==> src/rtl/dist_ram_fifo_ctrl_pkg.sv <==
// Shared constants for the distributed-RAM FIFO controller: counter widths,
// stall watchdog limit and bit positions of the packed status flags.
package dist_ram_fifo_ctrl_pkg;

  // Stall watchdog saturation value; ovf_err sets when a stall persists past it.
  localparam logic [7:0] STALL_LIMIT = 8'd255;

  // Bit positions inside the registered status vector.
  localparam int FLAG_FULL   = 0;
  localparam int FLAG_EMPTY  = 1;
  localparam int FLAG_AFULL  = 2;
  localparam int FLAG_AEMPTY = 3;
  localparam int FLAG_OVF    = 4;
  localparam int NUM_FLAGS   = 5;

  // Occupancy must hold 0..DEPTH inclusive, hence one bit wider than an address.
  function automatic int cnt_width(input int addr_width);
    return addr_width + 1;
  endfunction

endpackage

==> src/rtl/dist_ram_fifo_ctrl_if.sv <==
// Producer/consumer valid-ready bundle for the FIFO controller.
// slave: the FIFO side. master: whoever produces into and consumes from it.
interface dist_ram_fifo_ctrl_if #(
  parameter int DATA_WIDTH = 16
);
  logic                  s_valid;
  logic                  s_ready;
  logic [DATA_WIDTH-1:0] s_data;
  logic                  m_valid;
  logic                  m_ready;
  logic [DATA_WIDTH-1:0] m_data;

  modport slave (
    input  s_valid, s_data, m_ready,
    output s_ready, m_valid, m_data
  );

  modport master (
    output s_valid, s_data, m_ready,
    input  s_ready, m_valid, m_data
  );
endinterface

==> src/rtl/dist_ram_fifo_mem.sv <==
// Distributed simple-dual-port RAM in the configuration the FIFO needs:
// one clock for both ports, synchronous write, asynchronous read with no
// output register, and no initial contents (storage is never reset).
module dist_ram_fifo_mem #(
  parameter int ADDR_WIDTH = 4,
  parameter int DATA_WIDTH = 16
) (
  input  logic                  clk,
  input  logic                  we,
  input  logic [ADDR_WIDTH-1:0] wr_addr,
  input  logic [DATA_WIDTH-1:0] wr_data,
  input  logic [ADDR_WIDTH-1:0] rd_addr,
  output logic [DATA_WIDTH-1:0] rd_data
);

  logic [DATA_WIDTH-1:0] ram [2**ADDR_WIDTH];

  // Write port: word lands on the same edge the push is accepted.
  always_ff @(posedge clk) begin
    if (we) begin
      ram[wr_addr] <= wr_data;
    end
  end

  // Read port is combinational so a freshly written head falls through next cycle.
  assign rd_data = ram[rd_addr];

endmodule

==> src/rtl/dist_ram_fifo_ctrl.sv <==
// First-word-fall-through FIFO controller on a distributed RAM.
// Owns pointers, occupancy, registered status flags and a stall watchdog;
// handshake readiness is derived only from registered flags.
module dist_ram_fifo_ctrl
  import dist_ram_fifo_ctrl_pkg::*;
#(
  parameter int ADDR_WIDTH = 4,
  parameter int DATA_WIDTH = 16,
  parameter int AF_LEVEL   = 2**ADDR_WIDTH - 2,
  parameter int AE_LEVEL   = 2
) (
  input  logic                               clk,
  input  logic                               rst_n,
  input  logic                               flush,
  dist_ram_fifo_ctrl_if.slave                bus,
  output logic [cnt_width(ADDR_WIDTH)-1:0]   count,
  output logic                               full,
  output logic                               empty,
  output logic                               almost_full,
  output logic                               almost_empty,
  output logic                               ovf_err
);

  localparam int CW    = cnt_width(ADDR_WIDTH);
  localparam int DEPTH = 2**ADDR_WIDTH;
  localparam logic [NUM_FLAGS-1:0] RST_FLAGS =
    NUM_FLAGS'((1 << FLAG_EMPTY) | (1 << FLAG_AEMPTY));

  if (ADDR_WIDTH < 4 || ADDR_WIDTH > 10) begin : g_bad_addr_width
    $error("dist_ram_fifo_ctrl: ADDR_WIDTH %0d outside 4..10", ADDR_WIDTH);
  end
  if (AF_LEVEL < 1 || AF_LEVEL > DEPTH) begin : g_bad_af_level
    $error("dist_ram_fifo_ctrl: AF_LEVEL %0d outside 1..%0d", AF_LEVEL, DEPTH);
  end
  if (AE_LEVEL < 0 || AE_LEVEL > DEPTH - 1) begin : g_bad_ae_level
    $error("dist_ram_fifo_ctrl: AE_LEVEL %0d outside 0..%0d", AE_LEVEL, DEPTH - 1);
  end

  logic [ADDR_WIDTH-1:0] wr_ptr;
  logic [ADDR_WIDTH-1:0] rd_ptr;
  logic [CW-1:0]         count_q;
  logic [CW-1:0]         count_nxt;
  logic [NUM_FLAGS-1:0]  flags_q;
  logic [NUM_FLAGS-1:0]  flags_nxt;
  logic [7:0]            stall_cnt;
  logic                  push;
  logic                  pop;
  logic                  stalled;
  logic                  ovf_set;

  assign bus.s_ready = ~flags_q[FLAG_FULL];
  assign bus.m_valid = ~flags_q[FLAG_EMPTY];

  assign push    = bus.s_valid & bus.s_ready;
  assign pop     = bus.m_valid & bus.m_ready;
  // A flush cycle is not a stall; the stall window restarts after it.
  assign stalled = bus.s_valid & flags_q[FLAG_FULL] & ~flush;
  assign ovf_set = stalled & (stall_cnt == STALL_LIMIT);

  // Next occupancy: flush wins, then push/pop net change.
  always_comb begin
    count_nxt = count_q;
    if (flush) begin
      count_nxt = '0;
    end else if (push && !pop) begin
      count_nxt = count_q + CW'(1);
    end else if (pop && !push) begin
      count_nxt = count_q - CW'(1);
    end
  end

  // Flags come from next-count so they line up with the registered count.
  always_comb begin
    flags_nxt              = '0;
    flags_nxt[FLAG_FULL]   = (count_nxt == CW'(DEPTH));
    flags_nxt[FLAG_EMPTY]  = (count_nxt == '0);
    flags_nxt[FLAG_AFULL]  = (count_nxt >= CW'(AF_LEVEL));
    flags_nxt[FLAG_AEMPTY] = (count_nxt <= CW'(AE_LEVEL));
    flags_nxt[FLAG_OVF]    = flags_q[FLAG_OVF] | ovf_set;
  end

  // Pointer, count, flag and watchdog state.
  always_ff @(posedge clk or negedge rst_n) begin
    if (!rst_n) begin
      wr_ptr    <= '0;
      rd_ptr    <= '0;
      count_q   <= '0;
      flags_q   <= RST_FLAGS;
      stall_cnt <= '0;
    end else begin
      count_q <= count_nxt;
      flags_q <= flags_nxt;
      if (flush) begin
        wr_ptr <= '0;
        rd_ptr <= '0;
      end else begin
        if (push) begin
          wr_ptr <= wr_ptr + ADDR_WIDTH'(1);
        end
        if (pop) begin
          rd_ptr <= rd_ptr + ADDR_WIDTH'(1);
        end
      end
      if (!stalled) begin
        stall_cnt <= '0;
      end else if (stall_cnt != STALL_LIMIT) begin
        stall_cnt <= stall_cnt + 8'd1;
      end
    end
  end

  dist_ram_fifo_mem #(
    .ADDR_WIDTH (ADDR_WIDTH),
    .DATA_WIDTH (DATA_WIDTH)
  ) u_mem (
    .clk     (clk),
    .we      (push & ~flush),
    .wr_addr (wr_ptr),
    .wr_data (bus.s_data),
    .rd_addr (rd_ptr),
    .rd_data (bus.m_data)
  );

  assign count        = count_q;
  assign full         = flags_q[FLAG_FULL];
  assign empty        = flags_q[FLAG_EMPTY];
  assign almost_full  = flags_q[FLAG_AFULL];
  assign almost_empty = flags_q[FLAG_AEMPTY];
  assign ovf_err      = flags_q[FLAG_OVF];

endmodule

==> src/flat_wrapper.sv <==
// flat-port wrapper written by rule: the top's interface ports become plain ports
module dist_ram_fifo_ctrl_flat import dist_ram_fifo_ctrl_pkg::*;
#(
  parameter int ADDR_WIDTH = 4,
  parameter int DATA_WIDTH = 16,
  parameter int AF_LEVEL   = 2**ADDR_WIDTH - 2,
  parameter int AE_LEVEL   = 2
)
  (clk, rst_n, flush, count, full, empty, almost_full, almost_empty, ovf_err, bus_s_valid, bus_s_data, bus_m_ready, bus_s_ready, bus_m_valid, bus_m_data);
  dist_ram_fifo_ctrl_if #(.DATA_WIDTH(DATA_WIDTH)) bus_i ();
  input  logic clk;
  input  logic rst_n;
  input  logic flush;
  output logic [cnt_width(ADDR_WIDTH)-1:0] count;
  output logic full;
  output logic empty;
  output logic almost_full;
  output logic almost_empty;
  output logic ovf_err;
  input wire logic [$bits(bus_i.s_valid)-1:0] bus_s_valid;
  input wire logic [$bits(bus_i.s_data)-1:0] bus_s_data;
  input wire logic [$bits(bus_i.m_ready)-1:0] bus_m_ready;
  output wire logic [$bits(bus_i.s_ready)-1:0] bus_s_ready;
  output wire logic [$bits(bus_i.m_valid)-1:0] bus_m_valid;
  output wire logic [$bits(bus_i.m_data)-1:0] bus_m_data;
  assign bus_i.s_valid = bus_s_valid;
  assign bus_i.s_data = bus_s_data;
  assign bus_i.m_ready = bus_m_ready;
  assign bus_s_ready = bus_i.s_ready;
  assign bus_m_valid = bus_i.m_valid;
  assign bus_m_data = bus_i.m_data;
  dist_ram_fifo_ctrl #(.ADDR_WIDTH(ADDR_WIDTH), .DATA_WIDTH(DATA_WIDTH), .AF_LEVEL(AF_LEVEL), .AE_LEVEL(AE_LEVEL)) u_core (.clk(clk), .rst_n(rst_n), .flush(flush), .bus(bus_i), .count(count), .full(full), .empty(empty), .almost_full(almost_full), .almost_empty(almost_empty), .ovf_err(ovf_err));
endmodule
==> config.mk <==
export PLATFORM = sky130hd
export DESIGN_NAME = dist_ram_fifo_ctrl_flat
export DESIGN_NICKNAME = d
export VERILOG_FILES = /design/src/rtl/dist_ram_fifo_ctrl_pkg.sv /design/src/rtl/dist_ram_fifo_ctrl_if.sv /design/src/rtl/dist_ram_fifo_mem.sv /design/src/rtl/dist_ram_fifo_ctrl.sv /design/src/flat_wrapper.sv
export SDC_FILE = /design/constraint.sdc
export NUM_CORES = 1
export LEC_CHECK = 0
export CAP_MARGIN = 20
export CORE_AREA = 2 2 161 163
export DETAILED_ROUTE_END_ITERATION = 12
export DIE_AREA = 0 0 163 165
export GPL_TIMING_DRIVEN = 0
export HOLD_SLACK_MARGIN = 0.02
export MAX_ROUTING_LAYER = met4
export PLACE_DENSITY = 0.71
export SYNTH_ARGS = -nofsm -noshare
export SYNTH_HDL_FRONTEND = slang
export SYNTH_SLANG_ARGS = --single-unit
==> constraint.sdc <==
create_clock -name clk -period 2.8 [get_ports clk]
set_clock_uncertainty 0.15 [all_clocks]
set_input_delay 0.56 -clock clk [delete_from_list [all_inputs] [get_ports clk]]
set_output_delay 0.56 -clock clk [all_outputs]
set_load 0.02 [all_outputs]
# Word level (Yosys, flattened, before mapping)

Memory sizes are Yosys's and may differ from the RTL's.
Index checks and enable logic that the tools add are counted.

Input bits: 21
Memories: 1
Logic and storage cells: 45
Output and inout bits: 28
RAM bits: 256
Flip-flop bits (word level): 26

Equality and inequality tests: 4
$lt $le $gt $ge: 2
Reduce and logical (&&, ||, !) cells: 7
Bitwise logic cells: 10
Add/subtract/negate cells: 5
Muxes and demuxes: 11

Memories:

| memory           | depth | bits a word | rd ports | clocked after memory_dff | write ports | line                    | text |
|---|---|---|---|---|---|---|---|
| u_core.u_mem.ram | 16    | 16          | 1        | 0                        | 1           | dist_ram_fifo_mem.sv:16 | `logic [DATA_WIDTH-1:0] ram [2**ADDR_WIDTH];` |

Operators with widths:

| kind                  | number |
|---|---|
| $mux W4               | 4 |
| $mux W8               | 2 |
| $mux W5               | 3 |
| $add A4 B1 Y4 const B | 2 |
| $add A8 B1 Y8 const B | 1 |
| $eq A8 B8 Y1 const B  | 1 |
| $ne A8 B8 Y1 const B  | 1 |
| $and A1 B1 Y1         | 6 |
| $add A5 B1 Y5 const B | 1 |
| $eq A5 B5 Y1 const B  | 1 |
| $ge A5 B4 Y1 const B  | 1 |
| $le A5 B2 Y1 const B  | 1 |
| $logic_not A5 Y1      | 1 |
| $sub A5 B1 Y5 const B | 1 |
| $reduce_bool A2 Y1    | 2 |
| $not A1 Y1            | 3 |
| $logic_and A1 B1 Y1   | 2 |
| $logic_not A1 Y1      | 2 |
| $mux W1               | 2 |
| $ne A2 B2 Y1 const B  | 1 |
| $or A1 B1 Y1          | 1 |

# Longest topological paths before layout

Gate-level depths: netlist of run 1.

Word-level depth: 8
Gate-level depth with buffers: 7
Depth with buffers taken out: 7

# By module

A second synthesis of run 1 with hierarchy kept.

Cells, all modules: 547
Area total of the unflattened synthesis: 11140.7 sq um

Modules (own cells, without submodules):

| module             | cells an instance | instances | area each (sq um) |
|---|---|---|---|
| dist_ram_fifo_mem  | 416               | 1         | 9723.1 |
| dist_ram_fifo_ctrl | 131               | 1         | 1417.6 |

# Least setup slack after synthesis of run 1

Ideal clock, no wire load.

Path kind: input to register
Start: in flush
End: mem u_core.u_mem.ram[1][0], enable pin
Data required time: 2241 ps
Path slack: -118 ps
Path buffers: 1
Stages on the path: 3
Arrival time: 2359 ps
Cell sequence: clkbuf_1 -> or3b_2 -> nor3_1

Longest elaborated chain between the ends: 4

RTL lines:

| what                          | line                      | text |
|---|---|---|
| start: declaration            | flat_wrapper.sv:13        | `input logic flush;` |
| $not A1 Y1                    | dist_ram_fifo_ctrl.sv:117 | `.we (push & ~flush),` |
| $and A1 B1 Y1                 | dist_ram_fifo_ctrl.sv:117 |  |
| $mux W1                       | dist_ram_fifo_mem.sv:20   | `if (we) begin` |
| $mux W1 (not written as such) | dist_ram_fifo_mem.sv:21   | `ram[wr_addr] <= wr_data;` |
| end: declaration              | dist_ram_fifo_mem.sv:16   |  |

Every way passes these cells.

# Final worst setup path of run 1

Start: reg u_core.rd_ptr[0]
End: out bus_m_data[2]

Longest elaborated chain between the ends: 1

RTL lines:

| what                     | line                      | text |
|---|---|---|
| start: declaration       | dist_ram_fifo_ctrl.sv:40  | `logic [ADDR_WIDTH-1:0] rd_ptr;` |
| start signal: assignment | dist_ram_fifo_ctrl.sv:101 | `rd_ptr <= rd_ptr + ADDR_WIDTH'(1);` |
| $mem_v2 Z16 W16          | -                         |  |
| end: declaration         | flat_wrapper.sv:25        | `output wire logic [$bits(bus_i.m_data)-1:0] bus_m_data;` |

Every way passes these cells.

==> results of run 1 <==
-- layout make-up --
type / count / area (µm²) / share of cell area [%]
Clock inverter: 10 / 140 / 1.05
Timing Repair Buffer: 61 / 724 / 5.45
Buffer: 25 / 251 / 1.89
Clock buffer: 37 / 754 / 5.68
Inverter: 9 / 33.8 / 0.254
Sequential cell: 282 / 8340 / 62.8
Tap cell: 330 / 413 / 3.11
Multi-Input combinational cell: 205 / 2630 / 19.8
-- worst max-delay path: stages (launching register included) --
cell	delay (ns)
dfrtp_2	0.41
buf_12	0.18
clkbuf_16	0.18
mux4_2	0.51
mux4_2	0.51
buf_6	0.15
-- sequential cells by signal, summed over array words and instances (netlist names) --
register / count
u_core.stall_cnt: 8
u_core.count: 5
u_core.u_mem.ram: 256
u_core.wr_ptr: 4
u_core.flags_q: 5
u_core.rd_ptr: 4
-- report_power, final --
group          switching [µW]  internal (µW)  leakage (µW)
clock network            1480           2160      0.000434
logic                     875           1020       0.00125
registers                77.0           4700       0.00266
-- kinds of logic (layout without fill, tap and decap cells) --
logic type | count (synthesis) | count (layout) | share of synthesized area [%]
compound gates | 20 | 20 | 1.29
flops | 282 | 282 | 74.3
fa+ha+maj | 8 | 8 | 0.892
mux | 84 | 84 | 16.9
buf+inv | 34 | 142 | 2.12
xor+xnor | 9 | 9 | 0.825
simple gates | 84 | 84 | 3.72
-- synth_stat cells --
| cell type | number | area share, % |
|---|---|---|
| xnor3_1 | 1 | 0.20 |
| xnor2_1 | 2 | 0.16 |
| nor2b_1 | 5 | 0.28 |
| nor3_1 | 9 | 0.40 |
| clkbuf_1 | 3 | 0.10 |
| or3b_2 | 1 | 0.078 |
| a31oi_1 | 2 | 0.11 |
| mux2_2 | 1 | 0.10 |
| nand3_1 | 3 | 0.13 |
| buf_6 | 3 | 0.30 |
| a211o_1 | 1 | 0.078 |
| and2_1 | 12 | 0.67 |
| o21ai_0 | 2 | 0.089 |
| a21o_1 | 1 | 0.067 |
| buf_2 | 10 | 0.45 |
| nand3b_1 | 2 | 0.13 |
| buf_1 | 1 | 0.033 |
| nand2b_1 | 4 | 0.22 |
| o32a_1 | 1 | 0.089 |
| or2_2 | 1 | 0.056 |
| o31ai_1 | 1 | 0.067 |
| a22oi_1 | 2 | 0.13 |
| clkbuf_4 | 1 | 0.067 |
| a21oi_1 | 5 | 0.22 |
| a211oi_1 | 2 | 0.13 |
| and3_1 | 4 | 0.22 |
| o2111a_1 | 3 | 0.30 |
| ha_1 | 8 | 0.89 |
| dfrtp_1 | 24 | 5.4 |
| edfxtp_1 | 256 | 68 |
| nor4_1 | 2 | 0.11 |
| nand2_1 | 11 | 0.37 |
| mux4_1 | 13 | 3.0 |
| buf_12 | 3 | 0.54 |
| inv_1 | 9 | 0.30 |
| mux4_2 | 67 | 13 |
| xor2_1 | 6 | 0.47 |
| nor2_1 | 28 | 0.94 |
| nand4_1 | 2 | 0.11 |
| dfstp_2 | 2 | 0.47 |
| mux2i_1 | 3 | 0.27 |
| buf_4 | 3 | 0.20 |
| buf_8 | 1 | 0.13 |
-- path summary, 6_finish.rpt --
path / start / endpoint / slack (ns) / depth (start not counted)
max: u_core.rd_ptr[0]$_DFFE_PN0P_ / bus_m_data[2] / -0.39 / 5
min: rst_n / u_core.count[3]$_DFF_PN0_ / 0.32 / 1
max reg2reg: u_core.flags_q[0]$_DFF_PN0_ / u_core.u_mem.ram[10][2]$_DFFE_PP_ / 0.32 / 4
min reg2reg: u_core.flags_q[4]$_DFF_PN0_ / u_core.flags_q[4]$_DFF_PN0_ / 0.33 / 1
max in group asynchronous: rst_n / u_core.rd_ptr[0]$_DFFE_PN0P_ / 1.63 / 2
min in group clk: u_core.flags_q[4]$_DFF_PN0_ / u_core.flags_q[4]$_DFF_PN0_ / 0.33 / 1
-- metal layers --
layer	share of wire (%)	vias up	wire [µm]	GRT usage, %
met5	0	-	0	-
met4	2.3	0	556	5.59
met3	6.0	43	1440	3.29
met2	52	210	12500	32.3
met1	39	2939	9330	22.5
li1	-	2318	-	-
-- metrics by stage --
step                      cell area [µm²]  TNS [ns]  setup slack (ns)  utilization (%)
final                               13300     -5.79            -0.389             53.1
after floorplan                     11200         0             0.182                -
after global placement              12100   -130.88             -1.53             48.4
after global routing                13300     -6.59            -0.442             53.1
after CTS                           13200     -5.98            -0.425             52.7
after detailed placement            12200    -87.78            -0.496             48.9
-- repair_timing --
action	4_1_cts	5_1_grt
hold buffers	0	0
buffers inserted	5	0
resized for setup	97	30
setup endpoints to repair	51	67
pin swaps	0	0
cloned	1	2
==> run_results.csv, run 1 <==
group,metric,value,unit
run_status,status,"finished, violations left",
run_status,violations,"setup timing",
place,hpwl,14100,µm
timing,worst_slack,-0.389,ns
floorplanning,dieArea,26900,µm²
power,p_per_area,776,nW/µm²
global_routing,grt_first_pass_wirelength,35200,µm
layout,diodes,0,
cts,clkTransAtPathRegs,0.06,ns
timing,hold_violations,0,
timing,timing.hold.ws,0.316,ns
floorplanning,die_width,163,µm
floorplanning,rows,58,
cts,cts_buffers,28,
global_routing,grt_overflow,0,
layout,syn_to_final_growth,18.4,%
routing,drt_iter0_markers,452,
routing,drc,0,
timing,final-max-slew-violation-count,0,
layout,num-fill-cells,1887,
routing,wl_per_cell,24.9,µm
yosys,ys_warn_count,0,
setup_path,critPathKind,"flip-flop to primary output",
routing,routed_via_density,5.75,
yosys,synth_seq_cells,282,
timing,rsz0062_at_grt,"true",
yosys,yosysSeqAreaShare,74.3,%
routing,firstDrtPassIters,5,
yosys,syn-cell-area,11200,µm²
floorplanning,io_pins,49,
yosys,ys_types,43,
cts,cts_tree,"yes",
setup_path,required,2.09,ns
timing,finalSetupViolCount,16,
timing,final.min_clock_period,3.19,ns
routing,via_count,5510,
place,numPlacedInstances,903,
setup_path,endpoint_kind,"primary output",
global_routing,antenna_found_initial,0,
power,finalPower,10300,µW
yosys,syn-instance-count,521,
routing,antenna_left,0,
global_routing,grt_pass1_vias,5917,
cts,htreeDepth,1,
setup_path,start_kind,"flip-flop",
global_routing,grt.total_usage,18.6,%
min_path,hold_class,"input port to async pin",
layout,final_nets,641,
layout,final_cell_mix,"256 x edfxtp_1, 79 x mux4_2, 32 x clkdlybuf4s50_1, 30 x clkbuf_16, 26 x nor2_1",
timing,min_period_over_period,114,%
place,port_buffers,48,
floorplanning,dieHeight,165,µm
setup_path,path_max_fanout,8,
yosys,syn-num-nets,550,
cts,clock_latency,0.53,ns
power,leakagePower,0.00434,µW
floorplanning,initial_core_util,44.8,%
cts,cts-root-buf,"clkbuf_16",
setup_path,worstPathArrival,2.48,ns
run,maxCapViolCount,0,
cts,cts_buffer_depth,3,
routing,wl,23800,µm
layout,drive_gt1_share,29.3,%
floorplanning,core,25000,µm²
global_routing,grt_start_max_net_pins,27,
timing,worst_pin_slew,1.06,ns
yosys,syn_area_per_cell,21.5,µm²
layout,layoutNonFillerInstCount,959,
timing,fmax,314,MHz
power,max-vdd-ir-drop,0.493,mV
place,gp_congestion,0.796,
cts,clock-sinks,282,
timing,maxSlewHeadroom,29.2,%
layout,layout_commonest_cell,"edfxtp_1",
(Power assumes the default switching activity.)
==> inputs of run 2 (changes only) <==
--- a/config.mk
+++ b/config.mk
@@ -13,6 +13,7 @@
 export HOLD_SLACK_MARGIN = 0.02
 export MAX_ROUTING_LAYER = met4
 export PLACE_DENSITY = 0.71
+export SETUP_SLACK_MARGIN = 0.3
 export SYNTH_ARGS = -nofsm -noshare
 export SYNTH_HDL_FRONTEND = slang
 export SYNTH_SLANG_ARGS = --single-unit
==> run 2 against run 1 <==
Net effect:
- the run still ends with setup timing left
- via count is 1.3% lower
- flip-flop and latch count stayed put
- sequential power hardly changed
- critical path depth stayed put
- global-route usage is 0.090 points lower
- non-clock buffer count is 3 higher
- hold slack worse by 0.035 ns
- setup slack worse by 0.037 ns
- core utilization is 0.21 points lower
- die area stayed put
- register-to-register slack better by 0.22 ns
- critical path type unchanged
- critical endpoint is now bus_m_data[13]
- highest routed layer unchanged
==> run_results.csv, run 2 (same netlist as run 1, synthesis figures left out) <==
group,metric,value,unit
timing,maxSlewHeadroom,55.6,%
timing,rsz0062_at_grt,"true",
cts,clkTransAtPathRegs,0.06,ns
floorplanning,dieArea,26900,µm²
setup_path,worstPathArrival,2.52,ns
floorplanning,initial_core_util,44.8,%
power,p_seq_share,47.6,%
place,port_buffers,48,
setup_path,reg2reg_setup_slack,0.54,ns
floorplanning,io_pins,49,
power,leakagePower,0.00433,µW
timing,finalSetupViolCount,16,
setup_path,start_kind,"flip-flop",
routing,drc,0,
global_routing,grt_first_pass_wirelength,35200,µm
floorplanning,core,25000,µm²
run_status,status,"finished, violations left",
global_routing,grt_start_max_net_pins,17,
cts,cts_buffer_depth,3,
layout,diodes,0,
global_routing,grt.total_usage,18.5,%
routing,drt_iter0_markers,594,
layout,final_nets,644,
power,p_sw_share,24.2,%
setup_path,critPathKind,"flip-flop to primary output",
cts,cts_buffers,28,
routing,top_layer,"met4",
routing,routed-wl-met3,1390,µm
cts,cts_tree,"yes",
run,maxCapViolCount,0,
cts,cts-root-buf,"clkbuf_16",
timing,worst_slack,-0.426,ns
floorplanning,rows,58,
cts,clock-sinks,282,
layout,drive_gt1_share,29.6,%
layout,syn_to_final_growth,17.9,%
routing,met2RoutedLength,12000,µm
timing,final.min_clock_period,3.23,ns
place,hpwl,13900,µm
timing,timing.hold.ws,0.281,ns
routing,wl_per_cell,24.4,µm
global_routing,grt_pass1_vias,5763,
place,gp_congestion,0.793,
setup_path,path_max_fanout,9,
routing,antenna_left,0,
floorplanning,die_width,163,µm
power,p_per_area,758,nW/µm²
timing,min_period_over_period,115,%
layout,num-fill-cells,1895,
setup_path,required,2.09,ns
global_routing,antenna_found_initial,0,
power,switching_power,2430,µW
timing,final-max-slew-violation-count,0,
power,comb_power_share,17.7,%
layout,largest_register,"u_core.u_mem.ram",
setup_path,endpoint_kind,"primary output",
setup_path,r2r-start,"u_core.flags_q[0]$_DFF_PN0_",
cts,htreeDepth,1,
routing,via_count,5439,
routing,routed_via_density,5.63,
layout,largest_reg_flops,256,
power,finalPower,10000,µW
routing,wl,23600,µm
place,preCtsSetupSlack,-0.623,ns
timing,worst_pin_slew,0.664,ns
routing,wl_met1,9890,µm
layout,reg_top3,"u_core.u_mem.ram (256), u_core.stall_cnt (8)",
setup_path,crit_path_start,"u_core.rd_ptr[0]$_DFFE_PN0P_",
timing,hold_violations,0,
power,p_int,7610,µW
timing,fmax,310,MHz
min_path,hold_class,"input port to async pin",
power,max-vdd-ir-drop,0.474,mV
layout,final_cell_mix,"256 x edfxtp_1, 72 x mux4_2, 32 x clkdlybuf4s50_1, 29 x clkbuf_16, 26 x nor2_1",
global_routing,grt_overflow,0,
layout,layout_commonest_cell,"edfxtp_1",
routing,firstDrtPassIters,4,
floorplanning,dieHeight,165,µm
power,power.share.clock,34.7,%
run_status,violations,"setup timing",
cts,clock_latency,0.54,ns
==> run 2: repair_timing <==
action | CTS | global route
pin swaps | 1 | 2
endpoints found under the setup margin | 212 | 131
cloned | 1 | 1
gates resized for setup | 100 | 11
setup buffers | 6 | 3
hold buffers | 0 | 0
==> run 2: power by group through the flow <==
stage               Clock, µW  Sequential [µW]  Combinational [µW]
floorplan                   0             4890                1070
global route             3710             4790                1900
finish                   3480             4780                1780
detailed placement          0             4860                1690
global placement            0             4850                1630
CTS                      3530             4780                1760
==> run 2: worst max-delay path: stages (launching register included) <==
cell and delay [ns]:
dfrtp_2 0.42, buf_12 0.17, buf_12 0.17, mux4_2 0.51, mux4_2 0.52, buf_2 0.18
==> run 2: worst paths after layout <==
path                                                     to  depth (start not counted)
min in group clk                u_core.flags_q[4]$_DFF_PN0_                          1
max                                          bus_m_data[13]                          5
max in group asynchronous       u_core.flags_q[3]$_DFF_PN1_                          2
min reg2reg                     u_core.flags_q[4]$_DFF_PN0_                          1
min                            u_core.rd_ptr[2]$_DFFE_PN0P_                          1
max reg2reg                u_core.u_mem.ram[8][9]$_DFFE_PP_                          4
==> run 2: area by class of cell <==
cell class | count | area (µm²) | area share (%)
Buffer | 25 | 243 | 1.83
Clock buffer | 40 | 756 | 5.71
Clock inverter | 11 | 100 | 0.756
Inverter | 9 | 33.8 | 0.255
Multi-Input combinational cell | 205 | 2700 | 20.4
Sequential cell | 282 | 8340 | 63.0
Tap cell | 330 | 413 | 3.12
Timing Repair Buffer | 64 | 656 | 4.95
==> run 2: per-layer routing <==
layer,track usage (%),up-vias
met2,30.9,186
met4,4.22,0
li1,-,2333
met5,-,-
met1,24.2,2890
met3,3.01,30
==> run 2: stage by stage <==
step	cells	utilization [%]	cell area [µm²]	setup TNS [ns]
2_1_floorplan	521	-	11200	0
3_3_place_gp	899	48.4	12100	-126.42
3_5_place_dp	904	48.9	12200	-104.71
4_1_cts	962	52.5	13200	-6.20
5_1_grt	966	52.9	13200	-6.96
6_report	966	52.9	13200	-6.03
